==> src/rtl/host_pad_responder_if.sv <==
// Host command/trigger pins and internal memory bus of host_pad_responder.
// slave is the responder's view; master is the host/memory side.
interface host_pad_responder_if #(
  parameter int DATA_W = 32,
  parameter int ADDR_W = 16
);
  logic              chip_en;
  logic              data_addr_valid;
  logic              read_write;
  logic [ADDR_W-1:0] address_in;
  logic [DATA_W-1:0] data_in;
  logic              trigger;
  logic              scan_start_exec;
  logic [DATA_W-1:0] data_out;
  logic              data_out_valid;
  logic              exec_end;
  logic              mem_req;
  logic              mem_we;
  logic [ADDR_W-1:0] mem_addr;
  logic [DATA_W-1:0] mem_wdata;
  logic              mem_gnt;
  logic              mem_rvalid;
  logic [DATA_W-1:0] mem_rdata;
  logic              exec_start;
  logic              exec_done;

  modport slave (
    input  chip_en, data_addr_valid, read_write, address_in, data_in,
           trigger, scan_start_exec, mem_gnt, mem_rvalid, mem_rdata, exec_done,
    output data_out, data_out_valid, exec_end, mem_req, mem_we, mem_addr,
           mem_wdata, exec_start
  );

  modport master (
    output chip_en, data_addr_valid, read_write, address_in, data_in,
           trigger, scan_start_exec, mem_gnt, mem_rvalid, mem_rdata, exec_done,
    input  data_out, data_out_valid, exec_end, mem_req, mem_we, mem_addr,
           mem_wdata, exec_start
  );
endinterface

==> src/rtl/host_pad_responder.sv <==
// Turns host command/trigger edges into internal memory accesses or an execution run.
// Read response 2 cycles after grant at best; RD_TIMEOUT wait cycles before an all-ones error reply.
module host_pad_responder #(
  parameter int DATA_W     = 32,
  parameter int ADDR_W     = 16,
  parameter int RD_TIMEOUT = 255
) (
  input  logic                clk,
  input  logic                rst,
  host_pad_responder_if.slave bus
);

  localparam int CNT_W = (RD_TIMEOUT > 1) ? $clog2(RD_TIMEOUT) : 1;
  localparam logic [CNT_W-1:0] TO_LAST = CNT_W'(RD_TIMEOUT - 1);

  typedef enum logic [2:0] {
    S_IDLE,
    S_WR_REQ,
    S_RD_REQ,
    S_RD_WAIT,
    S_RD_RESP,
    S_EXEC
  } state_e;

  state_e            state_q, state_d;
  logic              dav_q, trig_q, armed_q;
  logic              we_q, we_d;
  logic [ADDR_W-1:0] addr_q, addr_d;
  logic [DATA_W-1:0] wdata_q, wdata_d;
  logic [CNT_W-1:0]  cnt_q, cnt_d;
  logic [DATA_W-1:0] dout_q, dout_d;
  logic              exec_end_q, exec_end_d;
  logic              exec_start_q, exec_start_d;
  logic              dav_rise, trig_rise, in_req;

  // armed_q masks the first cycle after reset so a level already high is not an edge
  assign dav_rise  = armed_q & bus.data_addr_valid & ~dav_q;
  assign trig_rise = armed_q & bus.trigger & ~trig_q;

  always_ff @(posedge clk or posedge rst) begin
    if (rst) begin
      state_q      <= S_IDLE;
      dav_q        <= 1'b0;
      trig_q       <= 1'b0;
      armed_q      <= 1'b0;
      we_q         <= 1'b0;
      addr_q       <= '0;
      wdata_q      <= '0;
      cnt_q        <= '0;
      dout_q       <= '0;
      exec_end_q   <= 1'b0;
      exec_start_q <= 1'b0;
    end else begin
      state_q      <= state_d;
      dav_q        <= bus.data_addr_valid;
      trig_q       <= bus.trigger;
      armed_q      <= 1'b1;
      we_q         <= we_d;
      addr_q       <= addr_d;
      wdata_q      <= wdata_d;
      cnt_q        <= cnt_d;
      dout_q       <= dout_d;
      exec_end_q   <= exec_end_d;
      exec_start_q <= exec_start_d;
    end
  end

  always_comb begin
    state_d      = state_q;
    we_d         = we_q;
    addr_d       = addr_q;
    wdata_d      = wdata_q;
    cnt_d        = cnt_q;
    dout_d       = dout_q;
    exec_end_d   = exec_end_q;
    exec_start_d = 1'b0;

    case (state_q)
      S_IDLE: begin
        // a command edge wins over a simultaneous trigger edge
        if (bus.chip_en && dav_rise) begin
          addr_d  = bus.address_in;
          wdata_d = bus.data_in;
          we_d    = bus.read_write;
          state_d = bus.read_write ? S_WR_REQ : S_RD_REQ;
        end else if (bus.chip_en && trig_rise && bus.scan_start_exec) begin
          exec_end_d   = 1'b0;
          exec_start_d = 1'b1;
          state_d      = S_EXEC;
        end
      end
      S_WR_REQ: begin
        if (bus.mem_gnt) state_d = S_IDLE;
      end
      S_RD_REQ: begin
        if (bus.mem_gnt) begin
          cnt_d   = '0;
          state_d = S_RD_WAIT;
        end
      end
      S_RD_WAIT: begin
        if (bus.mem_rvalid) begin
          dout_d  = bus.mem_rdata;
          state_d = S_RD_RESP;
        end else if (cnt_q == TO_LAST) begin
          dout_d  = '1;
          state_d = S_RD_RESP;
        end else begin
          cnt_d = cnt_q + 1'b1;
        end
      end
      S_RD_RESP: begin
        state_d = S_IDLE;
      end
      S_EXEC: begin
        if (bus.exec_done) begin
          exec_end_d = 1'b1;
          state_d    = S_IDLE;
        end
      end
      default: begin
        state_d = S_IDLE;
      end
    endcase
  end

  assign in_req             = (state_q == S_WR_REQ) || (state_q == S_RD_REQ);
  assign bus.mem_req        = in_req;
  assign bus.mem_we         = in_req & we_q;
  assign bus.mem_addr       = in_req ? addr_q : '0;
  assign bus.mem_wdata      = in_req ? wdata_q : '0;
  assign bus.data_out       = dout_q;
  assign bus.data_out_valid = (state_q == S_RD_RESP);
  assign bus.exec_end       = exec_end_q;
  assign bus.exec_start     = exec_start_q;

endmodule

==> src/flat_wrapper.sv <==
// flat-port wrapper written by rule: the top's interface ports become plain ports
module host_pad_responder_flat 
#(
  parameter int DATA_W     = 32,
  parameter int ADDR_W     = 16,
  parameter int RD_TIMEOUT = 255
)
  (clk, rst, bus_chip_en, bus_data_addr_valid, bus_read_write, bus_address_in, bus_data_in, bus_trigger, bus_scan_start_exec, bus_mem_gnt, bus_mem_rvalid, bus_mem_rdata, bus_exec_done, bus_data_out, bus_data_out_valid, bus_exec_end, bus_mem_req, bus_mem_we, bus_mem_addr, bus_mem_wdata, bus_exec_start);
  host_pad_responder_if #(.DATA_W(DATA_W), .ADDR_W(ADDR_W)) bus_i ();
  input  logic clk;
  input  logic rst;
  input wire logic [$bits(bus_i.chip_en)-1:0] bus_chip_en;
  input wire logic [$bits(bus_i.data_addr_valid)-1:0] bus_data_addr_valid;
  input wire logic [$bits(bus_i.read_write)-1:0] bus_read_write;
  input wire logic [$bits(bus_i.address_in)-1:0] bus_address_in;
  input wire logic [$bits(bus_i.data_in)-1:0] bus_data_in;
  input wire logic [$bits(bus_i.trigger)-1:0] bus_trigger;
  input wire logic [$bits(bus_i.scan_start_exec)-1:0] bus_scan_start_exec;
  input wire logic [$bits(bus_i.mem_gnt)-1:0] bus_mem_gnt;
  input wire logic [$bits(bus_i.mem_rvalid)-1:0] bus_mem_rvalid;
  input wire logic [$bits(bus_i.mem_rdata)-1:0] bus_mem_rdata;
  input wire logic [$bits(bus_i.exec_done)-1:0] bus_exec_done;
  output wire logic [$bits(bus_i.data_out)-1:0] bus_data_out;
  output wire logic [$bits(bus_i.data_out_valid)-1:0] bus_data_out_valid;
  output wire logic [$bits(bus_i.exec_end)-1:0] bus_exec_end;
  output wire logic [$bits(bus_i.mem_req)-1:0] bus_mem_req;
  output wire logic [$bits(bus_i.mem_we)-1:0] bus_mem_we;
  output wire logic [$bits(bus_i.mem_addr)-1:0] bus_mem_addr;
  output wire logic [$bits(bus_i.mem_wdata)-1:0] bus_mem_wdata;
  output wire logic [$bits(bus_i.exec_start)-1:0] bus_exec_start;
  assign bus_i.chip_en = bus_chip_en;
  assign bus_i.data_addr_valid = bus_data_addr_valid;
  assign bus_i.read_write = bus_read_write;
  assign bus_i.address_in = bus_address_in;
  assign bus_i.data_in = bus_data_in;
  assign bus_i.trigger = bus_trigger;
  assign bus_i.scan_start_exec = bus_scan_start_exec;
  assign bus_i.mem_gnt = bus_mem_gnt;
  assign bus_i.mem_rvalid = bus_mem_rvalid;
  assign bus_i.mem_rdata = bus_mem_rdata;
  assign bus_i.exec_done = bus_exec_done;
  assign bus_data_out = bus_i.data_out;
  assign bus_data_out_valid = bus_i.data_out_valid;
  assign bus_exec_end = bus_i.exec_end;
  assign bus_mem_req = bus_i.mem_req;
  assign bus_mem_we = bus_i.mem_we;
  assign bus_mem_addr = bus_i.mem_addr;
  assign bus_mem_wdata = bus_i.mem_wdata;
  assign bus_exec_start = bus_i.exec_start;
  host_pad_responder #(.DATA_W(DATA_W), .ADDR_W(ADDR_W), .RD_TIMEOUT(RD_TIMEOUT)) u_core (.clk(clk), .rst(rst), .bus(bus_i));
endmodule
==> config.mk <==
export PLATFORM = sky130hd
export DESIGN_NAME = host_pad_responder_flat
export DESIGN_NICKNAME = d
export VERILOG_FILES = /design/src/rtl/host_pad_responder_if.sv /design/src/rtl/host_pad_responder.sv /design/src/flat_wrapper.sv
export SDC_FILE = /design/constraint.sdc
export NUM_CORES = 1
export LEC_CHECK = 0
export CAP_MARGIN = 40
export CORE_UTILIZATION = 47
export CTS_BUF_LIST = sky130_fd_sc_hd__clkbuf_8
export DETAILED_ROUTE_END_ITERATION = 8
export PLACE_DENSITY = 0.9
export SYNTH_ARGS = -nofsm -noshare
export SYNTH_HDL_FRONTEND = slang
export SYNTH_SLANG_ARGS = --single-unit
==> constraint.sdc <==
create_clock -name clk -period 5.75 [get_ports clk]
set_clock_uncertainty 0.2 [all_clocks]
set_input_delay 1.15 -clock clk [delete_from_list [all_inputs] [get_ports clk]]
set_output_delay 1.15 -clock clk [all_outputs]
set_load 0.02 [all_outputs]
# Word level (Yosys, flattened, before mapping)
# Index checks and enable logic that the tools add are counted.
# totals
regBits	97
word_cells	71
input_bits	90
# op_classes
reduce_logical	13
muxes	24
eq_ne	15
addsub	1
n_bitwise	7
# op_table
cell	n
32-bit 2-to-1 mux	3
8-bit 2-to-1 mux	3
3-bit 2-to-1 mux	7
16-bit 2-to-1 mux	1
8-bit case mux with 2 select lines	1
3-bit case mux with 5 select lines	1
2-bit inequality test (second input constant)	6
8-bit by 1-bit adder with 8-bit output (second input constant)	1
8-bit equality test (second input constant)	1
4-bit AND reduction	2
3-bit by 2-bit equality test with 1-bit output (second input constant)	2
3-bit equality test (second input constant)	2
1-bit 2-to-1 mux	6
2-bit nonzero test	3
1-bit AND	5
5-bit AND reduction	1
2-bit AND reduction	2
3-bit by 1-bit equality test with 1-bit output (second input constant)	1
1-bit logical AND	3
3-bit zero test	1
3-bit by 1-bit inequality test with 1-bit output (second input constant)	1
3-bit by 2-bit inequality test with 1-bit output (second input constant)	1
2-bit 2-to-1 mux	1
2-bit by 1-bit inequality test with 1-bit output (second input constant)	1
3 further kinds	4

# Logic depth before layout (Yosys ltp)
# Gate-level depths: netlist of run 1.
# depth
word_depth	7
ltp_mapped	7

# Worst setup path before layout of run 1
# Ideal clock, no wire load.
# synth_path
path_kind	register to output
from	reg u_core.state_q[0]
to	out bus_mem_addr[10]
path_slack_ns	2.917
required_ns	4.400
t_arrival_ns	1.483
stages_incl_launch_ff	6
path_cell_list	dfrtp_1 > buf_4 > xnor2_1 > nor2_1 > clkbuf_1 > and2_1
# synth_between
elab_chain_cells	3
elab_cells_between_ends	4
# synth_lines
element	line_no	text
start, declared	host_pad_responder.sv:25	state_e state_q, state_d;
start signal, assigned	host_pad_responder.sv:54	state_q <= state_d;
3-bit by 1-bit equality test with 1-bit output or 3-bit by 2-bit equality test with 1-bit output (tied branches)	host_pad_responder.sv:127	assign in_req = (state_q == S_WR_REQ) || (state_q == S_RD_REQ);
1-bit logical OR *	host_pad_responder.sv:127	
net bus_mem_req	flat_wrapper.sv:26	output wire logic [$bits(bus_i.mem_req)-1:0] bus_mem_req;
16-bit 2-to-1 mux *	host_pad_responder.sv:130	assign bus.mem_addr = in_req ? addr_q : '0;
end, declared	flat_wrapper.sv:28	output wire logic [$bits(bus_i.mem_addr)-1:0] bus_mem_addr;
# The timed path passes the listed nets; every way through them passes the cells marked *.

# Final worst setup path of run 1
# layout_path
from	reg u_core.state_q[0]
to	out bus_mem_wdata[15]
# layout_between
elab_chain_cells	3
elab_cells_between_ends	4
# layout_lines
element	line_no	text
3-bit by 1-bit equality test with 1-bit output or 3-bit by 2-bit equality test with 1-bit output (tied branches)	host_pad_responder.sv:127	
1-bit logical OR *	host_pad_responder.sv:127	
32-bit 2-to-1 mux *	host_pad_responder.sv:131	assign bus.mem_wdata = in_req ? wdata_q : '0;
end, declared	flat_wrapper.sv:29	output wire logic [$bits(bus_i.mem_wdata)-1:0] bus_mem_wdata;
# Every way passes the cells marked *; elsewhere a longest branch is shown, timed or not.

==> results of run 1 <==
## cells by family after synthesis
logic type / Yosys count / share of synthesized area (%)
flip-flops: 97 / 58.9
AND/OR/NAND/NOR: 86 / 12.5
AO/OA/AOI/OAI: 54 / 10.4
multiplexers: 52 / 14.1
buffers and inverters: 26 / 2.91
adder cells (fa/ha/maj): 2 / 0.607
XOR/XNOR: 2 / 0.425
other: 1 / 0.0910
## per-stage QoR
stage / setup WS (ns) / instances / hold WS, ns
5_1_grt: 1.90 / 599 / 0.307
4_1_cts: 2.03 / 599 / 0.297
3_5_place_dp: 2.43 / 583 / 0.277
3_3_place_gp: 2.49 / 581 / 0.267
2_1_floorplan: 1.87 / 320 / 0.256
6_report: 2.04 / 599 / 0.294
## cells in the final DEF (no fill, tap or decap), types with 2 or more instances in the layout
| cell type | count |
|---|---|
| clkdlybuf4s50_1 | 174 |
| dfrtp_1 | 97 |
| and2_1 | 50 |
| mux2_2 | 48 |
| o22a_1 | 32 |
| clkbuf_8 | 9 |
| nand2_1 | 7 |
| nand3_1 | 6 |
| nor2_1 | 6 |
| inv_1 | 5 |
| a21oi_1 | 4 |
| o21ai_0 | 4 |
| nand4_1 | 3 |
| o21a_1 | 3 |
| buf_4 | 3 |
| o31ai_1 | 2 |
| or4_1 | 2 |
| and3_1 | 2 |
| or3_1 | 2 |
| mux2i_1 | 2 |
| o211ai_1 | 2 |
| mux2_1 | 2 |
| ha_1 | 2 |
| clkinv_2 | 2 |
| clkinv_4 | 2 |
| buf_16 | 2 |
## power groups by stage
stage	sequential, mW	clock (mW)	combinational (mW)
2_1_floorplan	1.21	0	0.640
3_3_place_gp	1.13	0	1.35
3_5_place_dp	1.15	0	1.39
4_1_cts	1.14	0.404	1.40
5_1_grt	1.17	0.434	1.47
6_report	1.14	0.395	1.38
## state kept, by name, summed over array words and instances, names as in the netlist
| signal | flops |
|---|---|
| u_core.trig_q | 1 |
| u_core.bus.exec_start | 1 |
| u_core.state_q | 3 |
| u_core.we_q | 1 |
| u_core.dav_q | 1 |
| u_core.bus.data_out | 32 |
| u_core.addr_q | 16 |
| u_core.armed_q | 1 |
| u_core.bus.exec_end | 1 |
| u_core.wdata_q | 32 |
| u_core.cnt_q | 8 |
## worst max path at each step
| stage | to | cells past startpoint | slack (ns) |
|---|---|---|---|
| floorplan | u_core.addr_q[0]$_DFFE_PP0N_ | 1 | 1.87 |
| global placement | bus_mem_addr[4] | 5 | 2.49 |
| detailed placement | bus_mem_wdata[23] | 5 | 2.43 |
| CTS | bus_mem_wdata[23] | 5 | 2.03 |
| global route | bus_mem_wdata[13] | 5 | 1.90 |
| finish | bus_mem_wdata[15] | 5 | 2.04 |
## routing by layer
layer	GRT usage, %	vias up	share of wire, %
met4	11.4	0	3.0
met2	43.2	118	54
met1	27.2	1529	37
li1	-	1466	-
met3	5.98	28	5.4
met5	0	-	0
## layout make-up
type / instances / area (um^2) / area share (%)
Sequential cell: 97 / 2430 / 39.5
Timing Repair Buffer: 179 / 1820 / 29.6
Multi-Input combinational cell: 197 / 1580 / 25.7
Tap cell: 105 / 131 / 2.14
Clock buffer: 9 / 124 / 2.01
Clock inverter: 7 / 47.5 / 0.773
Inverter: 5 / 21.3 / 0.346
## worst max-delay path, stage by stage, from the launching register on
cell and delay, ns:
dfrtp_1 0.51, xnor2_1 0.20, nor2_2 0.09, buf_4 0.35
and2_1 0.19, clkdlybuf4s50_1 0.62
==> reports/metrics.yaml, run 1 <==
clocking:
  worstSkewPairLatency_ns: 0.36
  cts-root-buf: "clkbuf_8"
  cts_resized: 0
  clockBufferDepth: 2
  cts_made_buffers: 9
  cts_tree: "done"
  cts_hold_buf: 0
  clkTransAtPathRegs_ns: 0.10
  htreeDepth: 3
  post-cts-setup-buffers: 0
  cts.sinks: 97
synthesis:
  syn_avg_cell_area_um2: 12.9
  ys_seq_area_share_pct: 58.9
  synth_warnings: 0
  synth_commonest_cells: "dfrtp_1 (97), and2_1 (50), mux2_2 (48)"
  synth_seq_cells: 97
  synth_fp_nets: 412
  syn_area_um2: 4120
  synth_top_area_share_pct: 58.9
  syn_inst: 320
  synth_edf_count: 0
  synth-async-reset-ratio_pct: 100
  synth_ff_type: "dfrtp_1"
  synth.area.top_cells: "dfrtp_1 (59%), mux2_2 (13%), and2_1 (7.6%)"
  synth.most_common_cell: "dfrtp_1"
  synth_cell_types: 40
  yosys.area.top_type: "dfrtp_1"
floorplan:
  fp.dieW_um: 95.6
  ioPinCount: 175
  core_um2: 8340
  die-area_um2: 9150
  die_h_um: 95.6
  rows: 33
  initial_core_util_pct: 49.4
power_and_ir_drop:
  seq_power_share_pct: 39.1
  powerDensity_nw_per_um2: 475
  power_switching_mw: 1.05
  peakVddDrop_mv: 0.314
  power_mw: 2.92
  internal_power_mw: 1.87
  p_leak_nw: 2.63
  swShare_pct: 35.9
  comb_power_share_pct: 47.4
  clkPwrFrac_pct: 13.5
worst_hold_path:
  hold_end: "u_core.bus.data_out[4]$_DFFE_PP0P_"
  holdCritStartpoint: "u_core.bus.data_out[4]$_DFFE_PP0P_"
  hold_depth: 1
  hold_class: "flip-flop to flip-flop"
sta:
  rsz0062_at_grt: "no"
  slew_headroom_pct: 52.2
  setup_viol: 0
  fin_crit_ns: 3.71
  tns_ns: 0
  hold_violations: 0
  maxSlewViolCount: 0
  fin_crit_sh_pct: 64.5
  worst_pin_slew_ns: 0.718
  fmax_mhz: 270
setup_path:
  crit_path_start_kind: "flip-flop"
  r2r-start: "u_core.cnt_q[0]$_DFFE_PP0P_"
  cp_data_arrival_time_ns: 2.36
  crit_fanout: 50
  crit_required_ns: 4.40
  r2r_cells: 6
  endpoint_kind: "output port"
  critPathLaunch: "u_core.state_q[0]$_DFFE_PP0P_"
  timing.rr.end: "u_core.state_q[0]$_DFFE_PP0P_"
  worst-setup-path-type: "flip-flop to output port"
  r2r_slack_ns: 3.63
final_layout:
  nets: 581
  area_growth_pct: 49.2
  fillers: 555
  fin_area_um2: 6150
  antenna_cells: 0
  finalCoreUtilization_pct: 73.7
  drive_gt1_share_pct: 15.0
global_route:
  grt.total_usage_pct: 24.3
  grt_pass1_wl_mm: 16.5
  antenna_found_initial: 0
  gr-total-overflow: 0
  grt_max_degree: 60
  grt_pass1_vias: 3391
drt:
  vias: 3141
  ant_nets: 0
  vias_per_cell: 5.24
  wl_per_cell_um: 17.4
  drt-total-wl_mm: 10.4
  drtIter0Drc: 82
  first_pass_iters: 4
  drc: 0
status:
  status: "completed"
flow_run:
  cap_violations: 0
place:
  gp_congestion: 0.813
  io_buffers: 174
  placed_cell_area_um2: 5980
  place_hpwl_mm: 7.68
(Power assumes the default switching activity.)
==> run 2: changes to the inputs <==
Settings changed: CORE_UTILIZATION 47 to 40, PLACE_DENSITY 0.9 to 0.82.
Clock period 5.75 ns to 2.97 ns, I/O delays scaled along.
==> reports/metrics.yaml, run 2 (synthesis results as in run 1) <==
clocking:
  clockBufferDepth: 2  # unchanged
  cts-root-buf: "clkbuf_8"  # unchanged
  htreeDepth: 3  # unchanged
  clkTransAtPathRegs_ns: 0.09  # was 0.10 ns
  cts.sinks: 97  # unchanged
  post-cts-setup-buffers: 0  # unchanged
  worstSkewPairLatency_ns: 0.36  # about the same
  cts_made_buffers: 9  # unchanged
  cts_tree: "done"  # unchanged
setup_path:
  critPathSlowestCell: "clkdlybuf4s50_1"  # unchanged
  crit_required_ns: 2.18  # was 4.40 ns
  worst-setup-path-type: "flip-flop to output port"  # unchanged
  critical_path.top_delay_family: "buffers and inverters"  # unchanged
  slowest_delay_ns: 0.63  # was 0.62 ns
  endpoint_kind: "output port"  # unchanged
  path_cells: "xnor2_1, nor2_2, buf_12, clkdlybuf4s50_1"  # was xnor2_1, nor2_2, buf_4, and2_1, clkdlybuf4s50_1
  crit_path_start_kind: "flip-flop"  # unchanged
  crit_fanout: 50  # unchanged
  cp_data_arrival_time_ns: 2.00  # was 2.36 ns
  cp_num_buf_inv: 2  # unchanged
final_layout:
  area_growth_pct: 52.2  # was 49.2%
  antenna_cells: 0  # unchanged
  most-common-layout-cells: "clkdlybuf4s50_1 (125), dfrtp_1 (95), and2_1 (50), mux2_2 (48), dlymetal6s2s_1 (33)"  # was clkdlybuf4s50_1 (174), dfrtp_1 (97), and2_1 (50), mux2_2 (48), o22a_1 (32)
  drive_gt1_share_pct: 15.5  # was 15.0%
  nets: 583  # was 581
  fillers: 773  # was 555
  fin_cells: 629  # was 599
  layout_commonest_cell: "clkdlybuf4s50_1"  # unchanged
  finalCoreUtilization_pct: 63.6  # was 73.7%
power_and_ir_drop:
  peakVddDrop_mv: 0.467  # was 0.314 mV
  powerDensity_nw_per_um2: 883  # was 475 nW/um^2
  p_leak_nw: 3.23  # was 2.63 nW
global_route:
  grt_pass1_vias: 3326  # was 3391
  gr-total-overflow: 0  # unchanged
  grt_pass1_wl_mm: 16.8  # was 16.5 mm
  antenna_found_initial: 0  # unchanged
  grt.total_usage_pct: 19.8  # was 24.3%
  grt_max_degree: 51  # was 60
floorplan:
  ioPinCount: 175  # unchanged
  initial_core_util_pct: 41.8  # was 49.4%
  fp.dieW_um: 104  # was 95.6 um
  die-area_um2: 10700  # was 9150 um^2
  core_um2: 9860  # was 8340 um^2
  die_h_um: 104  # was 95.6 um
  rows: 36  # was 33
sta:
  setup_ws_ns: 0.171  # was 2.04 ns
  hold_violations: 0  # unchanged
  fmax_mhz: 357
  setup_viol: 0  # unchanged
  maxSlewViolCount: 0  # unchanged
  fin_crit_sh_pct: 94.2
  rsz0062_at_grt: "no"  # unchanged
  fin_hold_ws_ns: 0.295  # was 0.294 ns
  worst_pin_slew_ns: 0.624  # was 0.718 ns
  tns_ns: 0  # unchanged
  fin_crit_ns: 2.80
  slew_headroom_pct: 58.4  # was 52.2%
status:
  status: "completed"  # unchanged
drt:
  drtIter0Drc: 115  # was 82
  first_pass_iters: 4  # unchanged
  vias_per_cell: 5.04  # was 5.24
  vias: 3173  # was 3141
  wl_per_cell_um: 16.1  # was 17.4 um
  drc: 0  # unchanged
  ant_nets: 0  # unchanged
  drt-total-wl_mm: 10.1  # was 10.4 mm
place:
  place_hpwl_mm: 7.18  # was 7.68 mm
  io_buffers: 174  # unchanged
  dp_slack_ns: 0.302  # was 2.43 ns
  gp_congestion: 0.732  # was 0.813
  dp.cells: 613  # was 583
worst_hold_path:
  hold_class: "flip-flop to flip-flop"  # unchanged
flow_run:
  cap_violations: 0  # unchanged
==> run 2: cell types whose count changed in the layout (fill, tap and decap cells not counted), moves of 2 or more <==
cell,previous run,this run
dfrtp_1,97,95
clkinvlp_4,1,3
dfrtp_2,0,2
buf_12,0,2
dlygate4sd2_1,0,16
clkdlybuf4s50_1,174,125
dlymetal6s2s_1,0,33
==> run 2: worst paths after layout <==
check / start / endpoint / slack, ns / cells after the start
setup / recovery: u_core.state_q[0]$_DFFE_PP0P_ / bus_mem_req / 0.17 / 4
hold / removal: u_core.bus.data_out[13]$_DFFE_PP0P_ / u_core.bus.data_out[13]$_DFFE_PP0P_ / 0.29 / 1
setup reg to reg: u_core.cnt_q[0]$_DFFE_PP0P_ / u_core.state_q[0]$_DFFE_PP0P_ / 0.93 / 6
hold reg to reg: u_core.bus.data_out[13]$_DFFE_PP0P_ / u_core.bus.data_out[13]$_DFFE_PP0P_ / 0.29 / 1
max in group asynchronous: rst / u_core.bus.data_out[7]$_DFFE_PP0P_ / 1.43 / 3
min in group asynchronous: rst / u_core.bus.data_out[31]$_DFFE_PP0P_ / 0.44 / 2
==> run 2: what timing repair did <==
item                                    CTS  global route
hold endpoints to repair                  0             0
gates resized for setup                  18            33
endpoints found under the setup margin   49            33
hold buffers                              0             0
pin swaps                                 0             0
==> run 2: worst register-to-register path: cells and delay by family (launching register included) <==
family	cells	cell delay, ns
mux	1	0.34
compound gates	2	0.60
buf+inv	1	0.08
fa+ha+maj	1	0.14
simple gates	1	0.15
flops	1	0.44
==> run 2: where the power goes <==
group          switching [mW]  leakage [nW]  internal [mW]
sequential              0.311          1.23           1.87
clock                   0.453        0.0909          0.322
combinational            1.21          1.91           1.37
==> run 2: final cells by class <==
class	count	area [um^2]	share of cell area, %
clock buffers	10	138	2.19
well taps	133	166	2.65
flip-flops and latches	97	2430	38.7
multi-input cells	197	1580	25.2
clock inverters	6	36.3	0.578
inverters	5	22.5	0.359
repair buffers	181	1900	30.3
==> run 2: per-layer routing <==
metal  up-vias  track usage (%)  part of all wire [%]
li1       1467                -                     -
met1      1569             23.4                    40
met2       109             32.7                    51
met3        28             5.98                   5.9
met4         0             9.73                   3.5
met5         -                0                     0
==> run 2: through the flow <==
| step | power [mW] | area [um^2] |
|---|---|---|
| 4_1_cts | 5.65 | 6190 |
| 2_1_floorplan | 3.59 | 4130 |
| 5_1_grt | 5.86 | 6270 |
| 6_report | 5.54 | 6270 |
| 3_5_place_dp | 4.92 | 6030 |
| 3_3_place_gp | 4.82 | 6010 |
==> run 3: changes to the inputs <==
--- a/config.mk
+++ b/config.mk
@@ -8,6 +8,6 @@
 export CAP_MARGIN = 40
-export CORE_UTILIZATION = 40
+export CORE_UTILIZATION = 30
 export CTS_BUF_LIST = sky130_fd_sc_hd__clkbuf_8
 export DETAILED_ROUTE_END_ITERATION = 8
-export PLACE_DENSITY = 0.82
+export PLACE_DENSITY = 0.65
 export SYNTH_ARGS = -nofsm -noshare
--- a/constraint.sdc
+++ b/constraint.sdc
@@ -4,2 +4,2 @@
 set_output_delay 0.594 -clock clk [all_outputs]
-set_load 0.02 [all_outputs]
+set_load 0.005 [all_outputs]
==> reports/metrics.yaml, run 3 (synthesis results as in run 1) <==
drt:
  first_pass_iters: 4  # unchanged
  drc: 0  # unchanged
  drt-total-wl_mm: 10.5  # was 10.1 mm
  drtIter0Drc: 79  # was 115
  vias: 3127  # was 3173
  vias_per_cell: 4.61  # was 5.04
  wl_per_cell_um: 15.5  # was 16.1 um
  ant_nets: 0  # unchanged
clocking:
  htreeDepth: 3  # unchanged
  cts_hold_buf: 0  # unchanged
  clockBufferDepth: 2  # unchanged
  cts.sinks: 97  # unchanged
  cts-root-buf: "clkbuf_8"  # unchanged
  cts_made_buffers: 9  # unchanged
  worstSkewPairLatency_ns: 0.37  # was 0.36 ns
  clkTransAtPathRegs_ns: 0.10  # was 0.09 ns
  cts_tree: "done"  # unchanged
setup_path:
  timing.rr.end: "u_core.bus.data_out[25]$_DFFE_PP0P_"  # was u_core.state_q[0]$_DFFE_PP0P_
  r2r_cells: 7  # was 6
  crit_path_start_kind: "flip-flop"  # unchanged
  endpoint_kind: "output port"  # unchanged
  worst-setup-path-type: "flip-flop to output port"  # unchanged
  crit_fanout: 25  # was 50
  r2r-start: "u_core.cnt_q[0]$_DFFE_PP0P_"  # unchanged
  cp_data_arrival_time_ns: 2.08  # was 2.00 ns
  endpoint: "bus_mem_wdata[14]"  # was bus_mem_req
  crit_required_ns: 2.18  # about the same
  critPathLaunch: "u_core.state_q[1]$_DFFE_PP0P_"  # was u_core.state_q[0]$_DFFE_PP0P_
  r2r_slack_ns: 0.80  # was 0.93 ns
place:
  gp_congestion: 0.745  # was 0.732
  io_buffers: 174  # unchanged
  place_hpwl_mm: 7.34  # was 7.18 mm
flow_run:
  cap_violations: 0  # unchanged
power_and_ir_drop:
  power_mw: 5.18  # was 5.54 mW
  clkPwrFrac_pct: 15.0  # was 14.0%
  internal_power_mw: 3.73  # was 3.57 mW
  peakVddDrop_mv: 0.473  # was 0.467 mV
  power_switching_mw: 1.46  # was 1.98 mW
  powerDensity_nw_per_um2: 819  # was 883 nW/um^2
  swShare_pct: 28.1  # was 35.7%
  p_leak_nw: 2.67  # was 3.23 nW
  seq_power_share_pct: 41.8  # was 39.4%
  comb_power_share_pct: 43.2  # was 46.6%
worst_hold_path:
  hold_class: "flip-flop to flip-flop"  # unchanged
floorplan:
  core_um2: 13300  # was 9860 um^2
  initial_core_util_pct: 31.0  # was 41.8%
  die-area_um2: 14200  # was 10700 um^2
  rows: 42  # was 36
  ioPinCount: 175  # unchanged
  fp.dieW_um: 119  # was 104 um
  die_h_um: 119  # was 104 um
global_route:
  grt_pass1_wl_mm: 16.8  # about the same
  grt.total_usage_pct: 15.2  # was 19.8%
  grt_pass1_vias: 3340  # was 3326
  antenna_found_initial: 0  # unchanged
  gr-total-overflow: 0  # unchanged
  grt_max_degree: 51  # unchanged
final_layout:
  layout_commonest_cell: "clkdlybuf4s50_1"  # unchanged
  area_growth_pct: 53.5  # was 52.2%
  most-common-layout-cells: "clkdlybuf4s50_1 (174), dfrtp_1 (95), and2_1 (50), mux2_2 (48), o22a_1 (32)"  # was clkdlybuf4s50_1 (125), dfrtp_1 (95), and2_1 (50), mux2_2 (48), dlymetal6s2s_1 (33)
  multi_input_area_um2: 1580  # unchanged
  antenna_cells: 0  # unchanged
  drive_gt1_share_pct: 16.5  # was 15.5%
  seqCellArea_um2: 2430  # unchanged
  fillers: 1181  # was 773
  nets: 589  # was 583
status:
  status: "completed"  # unchanged
sta:
  rsz0062_at_grt: "no"  # unchanged
  fin_crit_ns: 2.87  # was 2.80 ns
  worst_pin_slew_ns: 0.619  # was 0.624 ns
  hold_violations: 0  # unchanged
  fin_crit_sh_pct: 96.6  # was 94.2%
  maxSlewViolCount: 0  # unchanged
  tns_ns: 0  # unchanged
  fin_hold_ws_ns: 0.295  # about the same
  setup_viol: 0  # unchanged
  slew_headroom_pct: 58.7  # was 58.4%
  fmax_mhz: 349  # was 357 MHz
-- run 3: cell count changes in the layout (fill, tap and decap cells not counted), sizes merged --
cell	delta
dlymetal6s2s	-33
clkbuf	+1
dlygate4sd2	-16
clkdlybuf4s50	+49
buf	+5
-- run 3: stage by stage --
| step | util, % | cell area [um^2] | cells | worst slack, ns |
|---|---|---|---|---|
| finish | 47.6 | 6330 | 678 | 0.101 |
| global route | 47.6 | 6330 | 678 | 0.00406 |
| global placement | 45.7 | 6070 | 655 | 0.433 |
| detailed placement | 45.8 | 6090 | 656 | 0.432 |
| floorplan | - | 4130 | 320 | 0.938 |
| CTS | 47.1 | 6260 | 672 | 0.00243 |
-- run 3: area by class of cell --
type                       count  area share (%)
clock buffer                  10            2.18
clock inverter                 6           0.573
inverter                       5           0.356
multi-input combinational    197            25.0
sequential                    97            38.4
tap                          176            3.48
timing repair buffer         187            30.1
-- run 3: worst min path at each step --
stage	start	end	slack (ns)	cells past startpoint
floorplan	u_core.addr_q[8]$_DFFE_PP0N_	u_core.addr_q[8]$_DFFE_PP0N_	0.26	1
global placement	u_core.bus.data_out[31]$_DFFE_PP0P_	u_core.bus.data_out[31]$_DFFE_PP0P_	0.27	1
detailed placement	u_core.bus.data_out[20]$_DFFE_PP0P_	u_core.bus.data_out[20]$_DFFE_PP0P_	0.28	1
CTS	u_core.bus.data_out[31]$_DFFE_PP0P_	u_core.bus.data_out[31]$_DFFE_PP0P_	0.29	1
global route	u_core.bus.data_out[7]$_DFFE_PP0P_	u_core.bus.data_out[7]$_DFFE_PP0P_	0.32	1
finish	u_core.bus.data_out[15]$_DFFE_PP0P_	u_core.bus.data_out[15]$_DFFE_PP0P_	0.29	1
-- run 3: power groups by stage --
stage	Clock, mW	Combinational (mW)	Sequential, mW
2_1_floorplan	0	0.921	2.12
3_3_place_gp	0	2.12	2.18
3_5_place_dp	0	2.16	2.20
4_1_cts	0.814	2.17	2.18
5_1_grt	0.864	2.44	2.25
6_report	0.776	2.24	2.17
-- run 3: critical path, cell delays in order, from the launching register on --
cell             delay (ns)
dfrtp_2                0.46
xnor2_1                0.15
nor2_2                 0.10
buf_4                  0.15
buf_12                 0.16
and2_1                 0.15
clkdlybuf4s50_1        0.53
-- run 3: layer usage --
metal	routed length (um)	track usage (%)	vias up
met5	0	0	-
met4	257	7.75	0
met3	558	3.54	19
met2	5130	24.9	99
met1	4580	18.5	1529
li1	-	-	1480
-- run 3: repair_timing --
item                       in CTS  in global routing
pin swaps                       0                  1
setup buffers                   0                  5
setup endpoints to repair       2                 49
resized for setup               1                  1
gates cloned                    0                  1
